==> src/rtl/sccb_write_ctrl.sv <==
`default_nettype none
// ---------------------------------------------------------------------------
// sccb_write_ctrl : 4-byte SCCB register write master (ID+W, addr hi/lo, val)
// Rev 1.0
// ---------------------------------------------------------------------------
module sccb_write_ctrl #(
  parameter logic [6:0] DEVICE_ID = 7'h3C,
  parameter int         QTR_CNT   = 50
) (
  input  logic        sys_clk,
  input  logic        sys_rst,
  input  logic        cfg_start,
  input  logic [23:0] cfg_data,
  output logic        cfg_end,
  output logic        busy,
  output logic        ack_err,
  output logic        scl,
  output logic        sda_oe,
  input  logic        sda_i
);

  localparam int CW = (QTR_CNT > 1) ? $clog2(QTR_CNT) : 1;

  typedef enum logic [2:0] {
    IDLE  = 3'd0,
    START = 3'd1,
    BYTE  = 3'd2,
    ACK   = 3'd3,
    STOP  = 3'd4,
    DONE  = 3'd5
  } state_t;

  state_t        state;
  logic [CW-1:0] qcnt;
  logic [1:0]    qtr;
  logic [2:0]    bit_idx;
  logic [1:0]    byte_idx;
  logic [31:0]   shreg;
  logic          tick;

  assign tick = (qcnt == CW'(QTR_CNT - 1));

  // On each tick the bus levels for the quarter being entered are registered,
  // so scl/sda_oe only ever move on quarter boundaries.
  always_ff @(posedge sys_clk) begin
    if (sys_rst) begin
      state    <= IDLE;
      qcnt     <= '0;
      qtr      <= 2'd0;
      bit_idx  <= 3'd0;
      byte_idx <= 2'd0;
      shreg    <= 32'd0;
      cfg_end  <= 1'b0;
      busy     <= 1'b0;
      ack_err  <= 1'b0;
      scl      <= 1'b1;
      sda_oe   <= 1'b0;
    end else begin
      cfg_end <= 1'b0;
      if (state == IDLE || state == DONE || tick) qcnt <= '0;
      else                                        qcnt <= qcnt + 1'b1;

      case (state)
        IDLE: begin
          if (cfg_start) begin
            shreg    <= {DEVICE_ID, 1'b0, cfg_data};
            ack_err  <= 1'b0;
            busy     <= 1'b1;
            qtr      <= 2'd0;
            bit_idx  <= 3'd0;
            byte_idx <= 2'd0;
            scl      <= 1'b1;
            sda_oe   <= 1'b0;
            state    <= START;
          end
        end

        START: if (tick) begin
          qtr <= qtr + 2'd1;
          case (qtr)
            2'd0:    sda_oe <= 1'b1;
            2'd1:    scl    <= 1'b0;
            2'd2:    ;
            default: begin
              sda_oe <= ~shreg[31];
              state  <= BYTE;
            end
          endcase
        end

        BYTE: if (tick) begin
          qtr <= qtr + 2'd1;
          case (qtr)
            2'd0:    scl <= 1'b1;
            2'd1:    ;
            2'd2:    scl <= 1'b0;
            default: begin
              shreg   <= {shreg[30:0], 1'b0};
              bit_idx <= bit_idx + 3'd1;
              if (bit_idx == 3'd7) begin
                sda_oe <= 1'b0;
                state  <= ACK;
              end else begin
                sda_oe <= ~shreg[30];
              end
            end
          endcase
        end

        // The slave's answer is recorded but never aborts the write.
        ACK: if (tick) begin
          qtr <= qtr + 2'd1;
          case (qtr)
            2'd0:    scl <= 1'b1;
            2'd1:    ;
            2'd2:    begin
              scl     <= 1'b0;
              ack_err <= ack_err | sda_i;
            end
            default: begin
              byte_idx <= byte_idx + 2'd1;
              if (byte_idx == 2'd3) begin
                sda_oe <= 1'b1;
                state  <= STOP;
              end else begin
                sda_oe <= ~shreg[31];
                state  <= BYTE;
              end
            end
          endcase
        end

        STOP: if (tick) begin
          qtr <= qtr + 2'd1;
          case (qtr)
            2'd0:    scl    <= 1'b1;
            2'd1:    sda_oe <= 1'b0;
            2'd2:    ;
            default: begin
              cfg_end <= 1'b1;
              state   <= DONE;
            end
          endcase
        end

        DONE: begin
          busy  <= 1'b0;
          state <= IDLE;
        end

        default: state <= IDLE;
      endcase
    end
  end

endmodule
`default_nettype wire
==> config.mk <==
export PLATFORM = sky130hd
export DESIGN_NAME = sccb_write_ctrl
export DESIGN_NICKNAME = d
export VERILOG_FILES = /design/src/rtl/sccb_write_ctrl.sv
export SDC_FILE = /design/constraint.sdc
export NUM_CORES = 1
export LEC_CHECK = 0
export ABC_AREA = 1
export CAP_MARGIN = 20
export CELL_PAD_IN_SITES_DETAIL_PLACEMENT = 1
export CELL_PAD_IN_SITES_GLOBAL_PLACEMENT = 1
export CORE_AREA = 2 2 87 89
export DETAILED_ROUTE_END_ITERATION = 16
export DIE_AREA = 0 0 89 91
export PLACE_DENSITY_LB_ADDON = 0.1
export SLEW_MARGIN = 10
export SYNTH_ARGS = -nofsm -noshare
export SYNTH_HDL_FRONTEND = slang
export SYNTH_SLANG_ARGS = --single-unit
==> constraint.sdc <==
create_clock -name sys_clk -period 1.6 [get_ports sys_clk]
set_input_delay 0.48 -clock sys_clk [delete_from_list [all_inputs] [get_ports sys_clk]]
set_output_delay 0.48 -clock sys_clk [all_outputs]
set_load 0.01 [all_outputs]
==> flow_summary.toml <==
[outcome]
run_status = "completed"

[sta]
fin_crit_ns = 1.57
fmax_mhz = 639
clock_skew_ns = 0.00577
final.period_utilization_pct = 97.8
grt_setup_unrepaired = "yes"
finalSetupViolCount = 0
final_max_slew_viol_count = 0
worstMarginPinSlew_ns = 0.414
timing.final.ws_setup_ns = 0.0349
slew_headroom_pct = 72.1
fin_setup_tns_ns = 0
finalHoldViolCount = 0

[worst_setup_path]
worstPathCellList = "inv_2 > ha_4 > inv_2 > nor2_4 > nand2_4 > buf_6 > nand2_2 > nand2_2 > nor2_4 > nand2_2 > nand2_2 > nand2_2 > nor2_1"
critical_path.max_stage_delay_ns = 0.34
critPathCaptureType = "flip-flop"
crit_path_frequent_cell = "nand2_2"
worstSetupPathType = "reg -> reg"
critical_path_buf_inv_count = 3
worstPathArrival_ns = 1.81
path_delay_family = "simple AND/OR/NAND/NOR gates"
crit_path_top_delay_cell = "dfxtp_2"
critPathLaunchType = "flip-flop"
cp-endpoint = "state[0]"
reg2reg_depth = 13
cp-startpoint = "qcnt[1]"
r2r_start = "qcnt[1]"
r2r_slack_ns = 0.03
r2r-end = "state[0]"
worstPathRequired_ns = 1.85
cp.depth = 13
path_max_fanout = 5

[synthesis]
yosys-mux-area-fraction_pct = 0
synthSimpleGateAreaFrac_pct = 36.9
synth_top_family_by_area = "simple AND/OR/NAND/NOR gates"
synth_compound_area_share_pct = 11.6
syn_area_per_cell_sq_um = 6.76
synth-seq-cells = 53
yosysWarnings = 0
synthesis.nets = 444
synthAdderAreaFrac_pct = 4.09
syn-cell-area_sq_um = 2750
post-synth-top-area-cell = "dfxtp_1"
netlist_instances = 407
synthXorXnorAreaFrac_pct = 0.637
yosysSeqAreaShare_pct = 38.6
ys_types = 26
synthDominantCellAreaShare_pct = 38.6
synth_area_leaders = "dfxtp_1, nand2_1, nor2_1"

[die]
io_pins = 33
rows = 31
die_height_um = 91
dieArea_sq_um = 8100
die_w_um = 89
core_sq_um = 7140
initial_utilization_pct = 38.6

[cells_and_area]
final_cell_mix = "nand2_1, nor2_1, dfxtp_1, buf_4, clkdlybuf4s50_1"
final_core_util_pct = 50.2
drive_gt1_share_pct = 19.3
num_antenna_cells = 0
area_growth_pct = 30.1
final_common_cell = "nand2_1"
fin_area_sq_um = 3580
fin_nets = 507
fin_cells = 570

[clock_tree]
root_buffer = "clkbuf_8"
clock_latency_ns = 0.31
cts_sinks = 53
cts_hold_buf = 0
clk_path_buf_depth = 2
clk_pin_slew_ns = 0.10
cts-htree-levels = 2
cts_tree = "yes"
cts_inserted_buffers = 5

[routing]
route.detailed.drc = 0
vias = 2761
wl_mm = 7.50
first_pass_iters = 4
via_per_inst = 4.84
ant_nets = 0
wl_per_cell_um = 13.2
drt-initial-drc-count = 50

[min_path]
hold_path_class = "reg -> reg"

[power_and_ir_drop]
powerDensity_nw_per_um2 = 1650
p_leak_nw = 1.65
max-vdd-ir-drop_mv = 0.574

[run]
max-cap-violations = 0

[place]
port_buffers = 32
place_hpwl_mm = 5.47
pre_cts_slack_ns = -0.267
place_inst = 558
postPlaceCellArea_sq_um = 3380
place.gp.congestion = 0.787

[global_route]
grt_max_degree = 25
grt_antenna_before_repair = 0
grt-ovfl-total = 0
grt_pass1_wl_mm = 12.8
grt_usage_pct = 19.5
grt_pass1_vias = 2886
[report_power, final]
part	total (W)	switching (W)	internal, W
sequential	0.00194	0.000233	0.00171
combinational	0.00310	0.00183	0.00127
clock	0.000848	0.000456	0.000393
total	0.00589	0.00252	0.00337
[sequential cells by signal, summed over array words and instances (netlist names), 2 cells and up]
| signal | flops |
|---|---|
| state | 3 |
| qtr | 2 |
| shreg | 32 |
| qcnt | 6 |
| bit_idx | 3 |
| byte_idx | 2 |
[final cells by class]
type	count	area (sq um)
timing repair buffer	73	658
clock inverter	1	5.00
inverter	29	109
multi-input combinational	308	1520
sequential	53	1070
tap	99	124
fill	957	3560
clock buffer	7	96.3
[per-stage QoR]
| step | hold WS [ns] | power [W] |
|---|---|---|
| final | 0.476 | 0.00589 |
| after global routing | 0.500 | 0.00643 |
| after CTS | 0.465 | 0.00582 |
| after detailed placement | 0.445 | 0.00495 |
| after global placement | 0.442 | 0.00483 |
| after floorplan | 0.444 | 0.00394 |
[worst min-delay path by stage]
stage,start,end,slack [ns],cells past startpoint
final,shreg[25],shreg[25],0.48,2
after global routing,shreg[25],shreg[25],0.50,2
after CTS,scl,scl,0.46,2
after detailed placement,scl,scl,0.45,2
after global placement,scl,scl,0.44,2
after floorplan,shreg[0],shreg[0],0.44,2
[metal layers]
layer,track usage [%],vias to the layer above,share of wire (%)
met4,5.72,0,1.3
met1,22.8,1316,44
met2,35.9,36,53
met5,0,-,0
met3,2.73,8,2.0
li1,-,1401,-
[synth_stat cells]
library cell	n
inv_2	5
o21ai_2	1
xnor2_1	2
buf_6	4
a31oi_1	1
inv_1	24
nand2_1	110
o21ai_1	20
nor2_1	85
a21boi_0	1
nor3b_1	1
o21ai_0	20
nand2_4	4
clkbuf_1	4
a21oi_1	19
nor2_4	4
buf_2	4
nor4_1	1
nor2_2	2
nand2_2	5
nor3_2	4
nand3_1	18
dfxtp_1	53
buf_4	5
ha_1	9
nand4_1	1
[cells by family after synthesis]
group,after synthesis
xor gates and xnor gates,2
buffers and inverters,46
DFF,53
AOI/OAI and AO/OA,62
adders and majority gates,9
and+or+nand+nor,235
[what timing repair did]
item / 4_1_cts / 5_1_grt
setup endpoints to repair: 40 / 45
pin swaps: 4 / 8
buffers inserted: 1 / 3
gates resized for setup: 13 / 20
[worst register-to-register path, stage by stage (launching register included)]
cell and delay (ns):
dfxtp_2 0.34, inv_2 0.06, ha_4 0.13, inv_2 0.05, nor2_4 0.12, nand2_4 0.08, buf_6 0.14, nand2_2 0.07
nand2_2 0.06, nor2_4 0.15, nand2_2 0.11, nand2_2 0.10, nand2_2 0.05, nor2_1 0.08
No activity file was read; power rests on OpenSTA's default activity.
